==> src/rtl/rr_mem_arbiter_pkg.sv <==
// Shared sizing limits and helpers for the round-robin BRAM read arbiter and its strip_driver users.
package rr_mem_arbiter_pkg;

   localparam int MIN_CHANNELS     = 2;
   localparam int MAX_CHANNELS     = 32;
   localparam int MAX_READ_LATENCY = 4;

   // Channel index width; never below one bit so a 2-channel build still has a real index.
   function automatic int ch_idx_w(input int n);
      return (n <= 2) ? 1 : $clog2(n);
   endfunction

   localparam int CH_IDX_MAX_W = ch_idx_w(MAX_CHANNELS);

   // Grant tag carried alongside the BRAM read so returning data can be steered to its channel.
   typedef struct packed {
      logic                    vld;
      logic [CH_IDX_MAX_W-1:0] idx;
   } grant_tag_t;

endpackage

==> src/rtl/rr_mem_arbiter_if.sv <==
// Requester/BRAM bundle of the arbiter: slave = arbiter side, master = strip drivers plus BRAM side.
interface rr_mem_arbiter_if #(
   parameter int NUM_CHANNELS  = 8,
   parameter int ADDRESS_WIDTH = 9,
   parameter int DATA_WIDTH    = 8
);

   logic [NUM_CHANNELS-1:0]               req;
   logic [NUM_CHANNELS*ADDRESS_WIDTH-1:0] addr;
   logic [NUM_CHANNELS-1:0]               rdy;
   logic [DATA_WIDTH-1:0]                 data;
   logic                                  mem_ren;
   logic [ADDRESS_WIDTH-1:0]              mem_raddr;
   logic [DATA_WIDTH-1:0]                 mem_rdata;

   modport slave (
      input  req, addr, mem_rdata,
      output rdy, data, mem_ren, mem_raddr
   );

   modport master (
      output req, addr, mem_rdata,
      input  rdy, data, mem_ren, mem_raddr
   );

endinterface

==> src/rtl/rr_mem_arbiter_rr_picker.sv <==
// Combinational rotating priority encoder: first eligible channel at or after ptr, wrapping.
module rr_picker
   import rr_mem_arbiter_pkg::*;
#(
   parameter  int NUM_CHANNELS = 8,
   localparam int IDX_W        = ch_idx_w(NUM_CHANNELS)
) (
   input  logic [NUM_CHANNELS-1:0] eligible,
   input  logic [IDX_W-1:0]        ptr,
   output logic                    grant_valid,
   output logic [IDX_W-1:0]        grant_idx
);

   int j;

   // Scan from the farthest offset down so the nearest eligible channel is the last one written.
   always_comb begin
      grant_valid = 1'b0;
      grant_idx   = '0;
      j           = 0;
      for (int k = NUM_CHANNELS - 1; k >= 0; k--) begin
         j = int'(ptr) + k;
         if (j >= NUM_CHANNELS) j = j - NUM_CHANNELS;
         if (eligible[j]) begin
            grant_valid = 1'b1;
            grant_idx   = IDX_W'(j);
         end
      end
   end

endmodule

==> src/rtl/rr_mem_arbiter.sv <==
// Round-robin arbiter sharing one BRAM read port among NUM_CHANNELS strip drivers, one read per clock.
// Optional MEM_ARB_STATS_EN adds saturating grant_cnt and stall_cnt outputs.
module rr_mem_arbiter
   import rr_mem_arbiter_pkg::*;
#(
   parameter int NUM_CHANNELS  = 8,
   parameter int ADDRESS_WIDTH = 9,
   parameter int DATA_WIDTH    = 8,
   parameter int READ_LATENCY  = 1
) (
   input  logic           clk,
   input  logic           rst_n,
   rr_mem_arbiter_if.slave bus
`ifdef MEM_ARB_STATS_EN
   ,
   output logic [31:0]    grant_cnt,
   output logic [31:0]    stall_cnt
`endif
);

   localparam int IDX_W = ch_idx_w(NUM_CHANNELS);

   logic [IDX_W-1:0]         ptr;
   logic [NUM_CHANNELS-1:0]  inflight;
   logic [NUM_CHANNELS-1:0]  eligible;
   logic [NUM_CHANNELS-1:0]  grant_mask;
   logic [NUM_CHANNELS-1:0]  done_mask;
   logic                     grant_valid;
   logic [IDX_W-1:0]         grant_idx;
   logic [ADDRESS_WIDTH-1:0] raddr_q;
   logic [NUM_CHANNELS-1:0]  rdy_q;
   logic [DATA_WIDTH-1:0]    data_q;
   grant_tag_t               tag_p [READ_LATENCY+1];

   assign eligible = bus.req & ~inflight;

   rr_picker #(.NUM_CHANNELS(NUM_CHANNELS)) u_picker (
      .eligible    (eligible),
      .ptr         (ptr),
      .grant_valid (grant_valid),
      .grant_idx   (grant_idx)
   );

   always_comb begin
      grant_mask = '0;
      done_mask  = '0;
      if (grant_valid) grant_mask[grant_idx] = 1'b1;
      for (int c = 0; c < NUM_CHANNELS; c++)
         done_mask[c] = tag_p[READ_LATENCY].vld &&
                        (tag_p[READ_LATENCY].idx == CH_IDX_MAX_W'(c));
   end

   always_ff @(posedge clk or negedge rst_n) begin
      if (!rst_n) begin
         ptr      <= '0;
         inflight <= '0;
         raddr_q  <= '0;
         rdy_q    <= '0;
         data_q   <= '0;
         for (int s = 0; s <= READ_LATENCY; s++) tag_p[s] <= '0;
      end else begin
         // Stage 0: grant, address to BRAM, tag enters the pipe
         tag_p[0] <= '{vld: grant_valid, idx: CH_IDX_MAX_W'(grant_idx)};
         if (grant_valid) begin
            raddr_q <= bus.addr[int'(grant_idx)*ADDRESS_WIDTH +: ADDRESS_WIDTH];
            ptr     <= (grant_idx == IDX_W'(NUM_CHANNELS - 1)) ? '0 : grant_idx + 1'b1;
         end
         // Stages 1..READ_LATENCY: tag tracks the BRAM read latency
         for (int s = 1; s <= READ_LATENCY; s++) tag_p[s] <= tag_p[s-1];
         // Output stage: steer returning word, release the channel on the same edge
         inflight <= (inflight & ~done_mask) | grant_mask;
         rdy_q    <= done_mask;
         if (|done_mask) data_q <= bus.mem_rdata;
      end
   end

   assign bus.mem_ren   = tag_p[0].vld;
   assign bus.mem_raddr = raddr_q;
   assign bus.rdy       = rdy_q;
   assign bus.data      = data_q;

`ifdef MEM_ARB_STATS_EN
   always_ff @(posedge clk or negedge rst_n) begin
      if (!rst_n) begin
         grant_cnt <= '0;
         stall_cnt <= '0;
      end else begin
         if (grant_valid && grant_cnt != '1) grant_cnt <= grant_cnt + 32'd1;
         if ((|bus.req) && !(|eligible) && stall_cnt != '1) stall_cnt <= stall_cnt + 32'd1;
      end
   end
`endif

endmodule

==> src/flat_wrapper.sv <==
// flat-port wrapper written by rule: the top's interface ports become plain ports
module rr_mem_arbiter_flat import rr_mem_arbiter_pkg::*;
#(
   parameter int NUM_CHANNELS  = 8,
   parameter int ADDRESS_WIDTH = 9,
   parameter int DATA_WIDTH    = 8,
   parameter int READ_LATENCY  = 1
)
  (clk, rst_n, bus_req, bus_addr, bus_mem_rdata, bus_rdy, bus_data, bus_mem_ren, bus_mem_raddr);
  rr_mem_arbiter_if #(.NUM_CHANNELS(NUM_CHANNELS), .ADDRESS_WIDTH(ADDRESS_WIDTH), .DATA_WIDTH(DATA_WIDTH)) bus_i ();
  input  logic clk;
  input  logic rst_n;
  input wire logic [$bits(bus_i.req)-1:0] bus_req;
  input wire logic [$bits(bus_i.addr)-1:0] bus_addr;
  input wire logic [$bits(bus_i.mem_rdata)-1:0] bus_mem_rdata;
  output wire logic [$bits(bus_i.rdy)-1:0] bus_rdy;
  output wire logic [$bits(bus_i.data)-1:0] bus_data;
  output wire logic [$bits(bus_i.mem_ren)-1:0] bus_mem_ren;
  output wire logic [$bits(bus_i.mem_raddr)-1:0] bus_mem_raddr;
  assign bus_i.req = bus_req;
  assign bus_i.addr = bus_addr;
  assign bus_i.mem_rdata = bus_mem_rdata;
  assign bus_rdy = bus_i.rdy;
  assign bus_data = bus_i.data;
  assign bus_mem_ren = bus_i.mem_ren;
  assign bus_mem_raddr = bus_i.mem_raddr;
  rr_mem_arbiter #(.NUM_CHANNELS(NUM_CHANNELS), .ADDRESS_WIDTH(ADDRESS_WIDTH), .DATA_WIDTH(DATA_WIDTH), .READ_LATENCY(READ_LATENCY)) u_core (.clk(clk), .rst_n(rst_n), .bus(bus_i));
endmodule
==> config.mk <==
export PLATFORM = sky130hd
export DESIGN_NAME = rr_mem_arbiter_flat
export DESIGN_NICKNAME = d
export VERILOG_FILES = /design/src/rtl/rr_mem_arbiter_pkg.sv /design/src/rtl/rr_mem_arbiter_if.sv /design/src/rtl/rr_mem_arbiter_rr_picker.sv /design/src/rtl/rr_mem_arbiter.sv /design/src/flat_wrapper.sv
export SDC_FILE = /design/constraint.sdc
export NUM_CORES = 1
export LEC_CHECK = 0
export CAP_MARGIN = 0
export CORE_UTILIZATION = 40
export CTS_CLUSTER_SIZE = 24
export DETAILED_ROUTE_END_ITERATION = 8
export HOLD_SLACK_MARGIN = 0.06
export PLACE_DENSITY = 0.77
export SETUP_SLACK_MARGIN = 0.15
export SLEW_MARGIN = 20
export SYNTH_ARGS = -nofsm -noshare
export SYNTH_HDL_FRONTEND = slang
export SYNTH_HIERARCHICAL = 1
export SYNTH_SLANG_ARGS = --single-unit
==> constraint.sdc <==
create_clock -name clk -period 3.7 [get_ports clk]
set_input_delay 0.74 -clock clk [delete_from_list [all_inputs] [get_ports clk]]
set_output_delay 0.74 -clock clk [all_outputs]
set_load 0.02 [all_outputs]
==> results of run 1 <==
per-stage QoR:
stage / setup WS [ns] / hold WS, ns / utilization (%) / setup TNS [ns]
floorplan: 0.151 / 0.331 / - / 0
global placement: -0.350 / 0.333 / 62.2 / -3.25
detailed placement: -0.448 / 0.336 / 62.2 / -4.10
CTS: 0.153 / 0.360 / 68.0 / 0
global route: 0.101 / 0.373 / 70.0 / 0
finish: 0.254 / 0.362 / 70.0 / 0
layout by cell type, fill, tap and decap left out, drive strengths merged, types with 3 or more instances in the layout:
cell type and n:
nor2 31, mux2i 14, mux2 25, a31oi 5
clkdlybuf4s50 106, nand2 20, clkbuf 14, o32a 7
mux4 10, o21ai 17, nor2b 13, o22ai 3
nor3 4, ha 4, a22oi 15, and2 3
buf 66, inv 9, o221ai 7, nand2b 8
a21oi 7, dfrtp 44
per-layer routing:
layer	wire, um	track usage, %	part of all wire [%]
met2	4960	45.8	52
met5	0	0	0
met3	630	5.69	6.6
met4	174	7.62	1.8
met1	3730	29.8	39
cells by family (layout without fill, tap and decap cells):
| group | count (synthesis) | after routing | share of synthesized area [%] |
|---|---|---|---|
| AO/OA/AOI/OAI | 78 | 78 | 18.7 |
| XOR/XNOR | 3 | 3 | 0.871 |
| adder cells (fa/ha/maj) | 4 | 4 | 1.66 |
| buffers and inverters | 27 | 197 | 5.14 |
| flip-flops | 44 | 44 | 36.5 |
| multiplexers | 49 | 49 | 22.3 |
| AND/OR/NAND/NOR | 89 | 89 | 14.8 |
final cells by class:
class / instances / share of cell area, %
inverters: 8 / 0.592
clock buffers: 5 / 1.36
well taps: 99 / 2.44
flip-flops and latches: 44 / 21.7
repair buffers: 181 / 34.2
multi-input cells: 223 / 38.8
clock inverters: 3 / 0.912
flip-flops by register name, summed over array words and instances, names as in the netlist:
name	flops
u_core/inflight	8
u_core/bus.data	8
u_core/tag_p	7
u_core/bus.rdy	8
u_core/bus.mem_ren	1
u_core/bus.mem_raddr	9
u_core/ptr	3
path summary, 6_finish.rpt:
| check | slack [ns] | to | from | cells after the start |
|---|---|---|---|---|
| worst min register to register | 0.36 | u_core/tag_p[0]$_DFF_PN0_ | u_core/tag_p[6]$_DFF_PN0_ | 0 |
| worst max-delay path | 0.25 | u_core/bus.mem_raddr[7]$_DFFE_PN0P_ | u_core/ptr[0]$_DFFE_PN0P_ | 13 |
| max in group asynchronous | 2.54 | u_core/bus.data[0]$_DFFE_PN0P_ | rst_n | 1 |
| min in group asynchronous | 0.58 | u_core/bus.rdy[1]$_DFF_PN0_ | rst_n | 1 |
| worst min-delay path | 0.36 | u_core/tag_p[0]$_DFF_PN0_ | u_core/tag_p[6]$_DFF_PN0_ | 0 |
| worst max register to register | 0.25 | u_core/bus.mem_raddr[7]$_DFFE_PN0P_ | u_core/ptr[0]$_DFFE_PN0P_ | 13 |
critical path: cells and delay by family, from the launching register on:
kind            cells  cell delay [ns]
simple gates        1             0.10
fa+ha+maj           1             0.31
compound gates      5             0.95
flops               1             0.43
mux                 4             1.35
buf+inv             2             0.21
repair_timing:
item,4_1_cts,5_1_grt
gates resized for setup,52,37
endpoints found under the setup margin,10,10
cloned,2,1
setup buffers,13,9
pin swaps,13,13
==> impl_metrics.yaml, run 1 <==
cells_and_area:
  seqCellArea_mm2: 0.00110
  design_area_mm2: 0.00507
  drive_gt1_share_pct: 32.8
  layout.nets: 557
  fin_cells: 563
  area_delta_synth_final_pct: 68.2
  n_fill_cell: 565
  multi_input_area_mm2: 0.00197
  antennaDiodeCount: 0
route:
  vias_per_cell: 5.52
  drt_wl_total_um: 9490
  vias: 3109
  wire_per_inst_um: 16.9
  route.detailed.drc: 0
  ant_nets: 0
  dr.pass1.iters: 4
  drt_iter0_markers: 144
synthesis:
  ys_top_cells_by_area: "dfrtp_1 36%, mux2_2 7.8%, mux2i_1 4.6%"
  synth-seq-cells: 44
  netlist_top_cells_count: "44 x dfrtp_1, 30 x nor2_1, 21 x mux2_2"
  synth_top_area_share_pct: 36.5
  synth_cells: 294
  yosysUniqueCellTypes: 55
  synth_fp_nets: 388
  netlist_area_mm2: 0.00302
  synth_largest_area_cell: "dfrtp_1"
  synth.avg_cell_area_um2: 10.3
  ys.flop_type: "dfrtp_1"
  ys_seq_area_share_pct: 36.5
  ys_warn_count: 6
  synth_most_common_cell: "dfrtp_1"
  async_flop_share_pct: 100
  synth_edf_count: 0
floorplan:
  dieArea_mm2: 0.00789
  io_pins: 116
  coreArea_mm2: 0.00725
  placementRows: 31
  fp.dieH_um: 88.8
  fp.dieW_um: 88.8
  start_util_pct: 41.6
sta:
  rsz0062_at_grt: "no"
  fmax_ghz: 0.290
  timing_hold_violations_final: 0
  skew_ns: 0.00872
  slew_headroom_pct: 37.8
  worst_pin_slew_ns: 0.933
  period_minus_slack_ns: 3.45
  final-setup-viol-count: 0
  drv_slew: 0
  fin_crit_sh_pct: 93.1
setup_path:
  slowest_stage: "dfrtp_1"
  crit_chain: "inv_2 > ha_4 > mux4_2 > mux2_4 > o21ai_2 > a31oi_1 > o21bai_1 > mux2_4 > buf_6 > mux2_4 > nand3b_1 > o311ai_2 > o32a_1"
  critPathMaxFanout: 6
  crit_top_cell: "mux2_4"
  critical-path-max-stage-delay_ns: 0.43
  critical_path_class: "reg -> reg"
  startpoint_type: "flop"
  worstPathRequired_ns: 3.89
  crit_arrival_ns: 3.63
  endpoint_kind: "flop"
cts:
  root_buffer: "clkbuf_8"
  clock_latency_ns: 0.30
  hold_buffers: 0
  clockBufferDepth: 2
  cts_sinks: 44
  htree_levels: 2
  clkTransAtPathRegs_ns: 0.09
  cts_tree: "yes"
  numCtsBuffers: 5
placement:
  io_buffers: 115
  place_area_mm2: 0.00451
  place_congestion: 0.891
  place_inst: 531
  hpwl_um: 6730
global_routing:
  grt-ovfl-total: 0
  grt_pass1_wl_um: 15200
  grt.total_usage_pct: 25.3
  grt_max_degree: 45
  antenna_found_initial: 0
  grt_pass1_vias: 3230
run_status:
  status: "complete, no violations"
run:
  maxCapViolCount: 0
min_path:
  hold_class: "reg -> reg"
Power of run 1 is not shown: default switching activity piles up to over one toggle a cycle in this logic, so the estimate is an artifact.
==> run 2, diff against run 1 <==
Settings changed: CORE_MARGIN set to 1.5, PLACE_DENSITY 0.77 to 0.82.
==> run 2 against run 1 <==
Cell area about the same; largest cell class unchanged; worst setup slack got worse by 0.094 ns; clock-buffer cell count increased by 1; sequential share of layout area about the same; cell count decreased by 0.89%; first-iteration DRC count increased by 5.6%; die area increased by 2.3%; worst hold slack about the same; clock skew decreased by 0.0039 ns; wire length increased by 3.3%; utilization decreased by 0.35 points; via count increased by 1.6%.
==> impl_metrics.yaml, run 2 (synthesis results as in run 1) <==
run_status:
  status: "complete, no violations"
floorplan:
  fp.dieW_um: 89.8
  dieArea_mm2: 0.00807
  placementRows: 31
  fp.dieH_um: 89.8
  start_util_pct: 41.4
  coreArea_mm2: 0.00729
  io_pins: 116
setup_path:
  worstPathRequired_ns: 3.93
  endpoint_kind: "flop"
  startpoint_type: "input port"
  critPathMaxFanout: 6
  critical_path_class: "in -> reg"
  crit_arrival_ns: 3.77
cts:
  numCtsBuffers: 5
  cts_sinks: 44
  htree_levels: 2
  clkTransAtPathRegs_ns: 0.08
  root_buffer: "clkbuf_8"
  cts_tree: "yes"
  clock_latency_ns: 0.29
  clockBufferDepth: 2
route:
  ant_nets: 0
  dr.pass1.iters: 5
  drt_wl_total_um: 9810
  route.detailed.drc: 0
  wire_per_inst_um: 17.6
  drt_iter0_markers: 152
  vias_per_cell: 5.66
  vias: 3158
placement:
  place_congestion: 0.894
  place_area_mm2: 0.00449
  hpwl_um: 6740
  io_buffers: 115
sta:
  fin_setup_tns_ns: 0
  timing_hold_violations_final: 0
  fin_crit_sh_pct: 95.7
  rsz0062_at_grt: "yes"
  skew_ns: 0.00483
  drv_slew: 0
  worst_pin_slew_ns: 0.562
  fmax_ghz: 0.282
  slew_headroom_pct: 62.5
  period_minus_slack_ns: 3.54
  final-setup-viol-count: 0
  hold-worst-slack_ns: 0.363
cells_and_area:
  drive_gt1_share_pct: 30.1
  largest_reg_flops: 9
  layout.nets: 552
  final_cell_mix: "106 x clkdlybuf4s50_1, 50 x buf_4, 44 x dfrtp_1"
  antennaDiodeCount: 0
  n_fill_cell: 554
  area_delta_synth_final_pct: 68.3
  layout_commonest_cell: "clkdlybuf4s50_1"
  design_area_mm2: 0.00508
global_routing:
  grt_pass1_vias: 3159
  grt_pass1_wl_um: 15700
  grt.total_usage_pct: 24.0
  grt-ovfl-total: 0
  antenna_found_initial: 0
  grt_max_degree: 45
run:
  maxCapViolCount: 0
min_path:
  hold_class: "reg -> reg"
## run 2: cell count changes in the layout (fill, tap and decap cells not counted), sizes merged
cell	before	now
clkdlybuf4s15	0	6
dlygate4sd2	0	1
buf	66	62
clkinvlp	1	0
clkbuf	14	7
inv	9	8
clkinv	0	1
## run 2: stage by stage
stage	setup slack, ns	instances	utilization [%]
2_1_floorplan	0.151	294	-
3_5_place_dp	-0.371	528	61.5
3_3_place_gp	-0.263	528	61.5
4_1_cts	0.175	555	67.8
5_1_grt	0.124	558	69.6
6_report	0.160	558	69.6
## run 2: worst max-delay path: stages
cell and delay (ns):
clkdlybuf4s15_1 0.17, nor2b_4 0.14, mux4_2 0.53, buf_6 0.16
buf_6 0.12, mux2_4 0.29, o21bai_1 0.19, mux2_4 0.38
buf_12 0.15, buf_16 0.13, buf_6 0.11, nor2b_4 0.21
a22oi_2 0.11, nor2_1 0.16, o32a_1 0.17
## run 2: what timing repair did
action | CTS | global route
pin swaps | 18 | 19
gates cloned | 1 | 0
hold buffers | 0 | 0
gates resized for setup | 51 | 25
buffers inserted | 18 | 3
endpoints found under the setup margin | 10 | 13
## run 2: metal layers
layer | global-route usage, % | share of wire (%) | up-vias
li1 | - | - | 1445
met4 | 6.48 | 1.4 | 0
met1 | 28.4 | 39 | 1545
met3 | 4.65 | 6.7 | 15
met2 | 44.3 | 52 | 153
met5 | 0 | 0 | -
## run 2: cell type report
type                            count  area, um2  share of cell area, %
Clock buffer                        6       82.6                   1.63
Multi-Input combinational cell    223       2000                   39.4
Tap cell                           99        124                   2.44
Clock inverter                      2       38.8                  0.764
Timing Repair Buffer              176       1700                   33.5
Sequential cell                    44       1100                   21.7
Inverter                            8       30.0                  0.592
## run 2: final timing paths
check / slack [ns] / start / endpoint / cells after the start
max: 0.16 / bus_req[6] / u_core/bus.mem_raddr[1]$_DFFE_PN0P_ / 15
min: 0.36 / u_core/tag_p[8]$_DFF_PN0_ / u_core/tag_p[2]$_DFF_PN0_ / 0
max reg2reg: 0.20 / u_core/ptr[0]$_DFFE_PN0P_ / u_core/bus.mem_raddr[1]$_DFFE_PN0P_ / 15
min reg2reg: 0.36 / u_core/tag_p[8]$_DFF_PN0_ / u_core/tag_p[2]$_DFF_PN0_ / 0
max in group asynchronous: 2.88 / rst_n / u_core/inflight[3]$_DFF_PN0_ / 1
min in group asynchronous: 0.44 / rst_n / u_core/bus.data[7]$_DFFE_PN0P_ / 1
Power of run 2 is left out for the same reason.
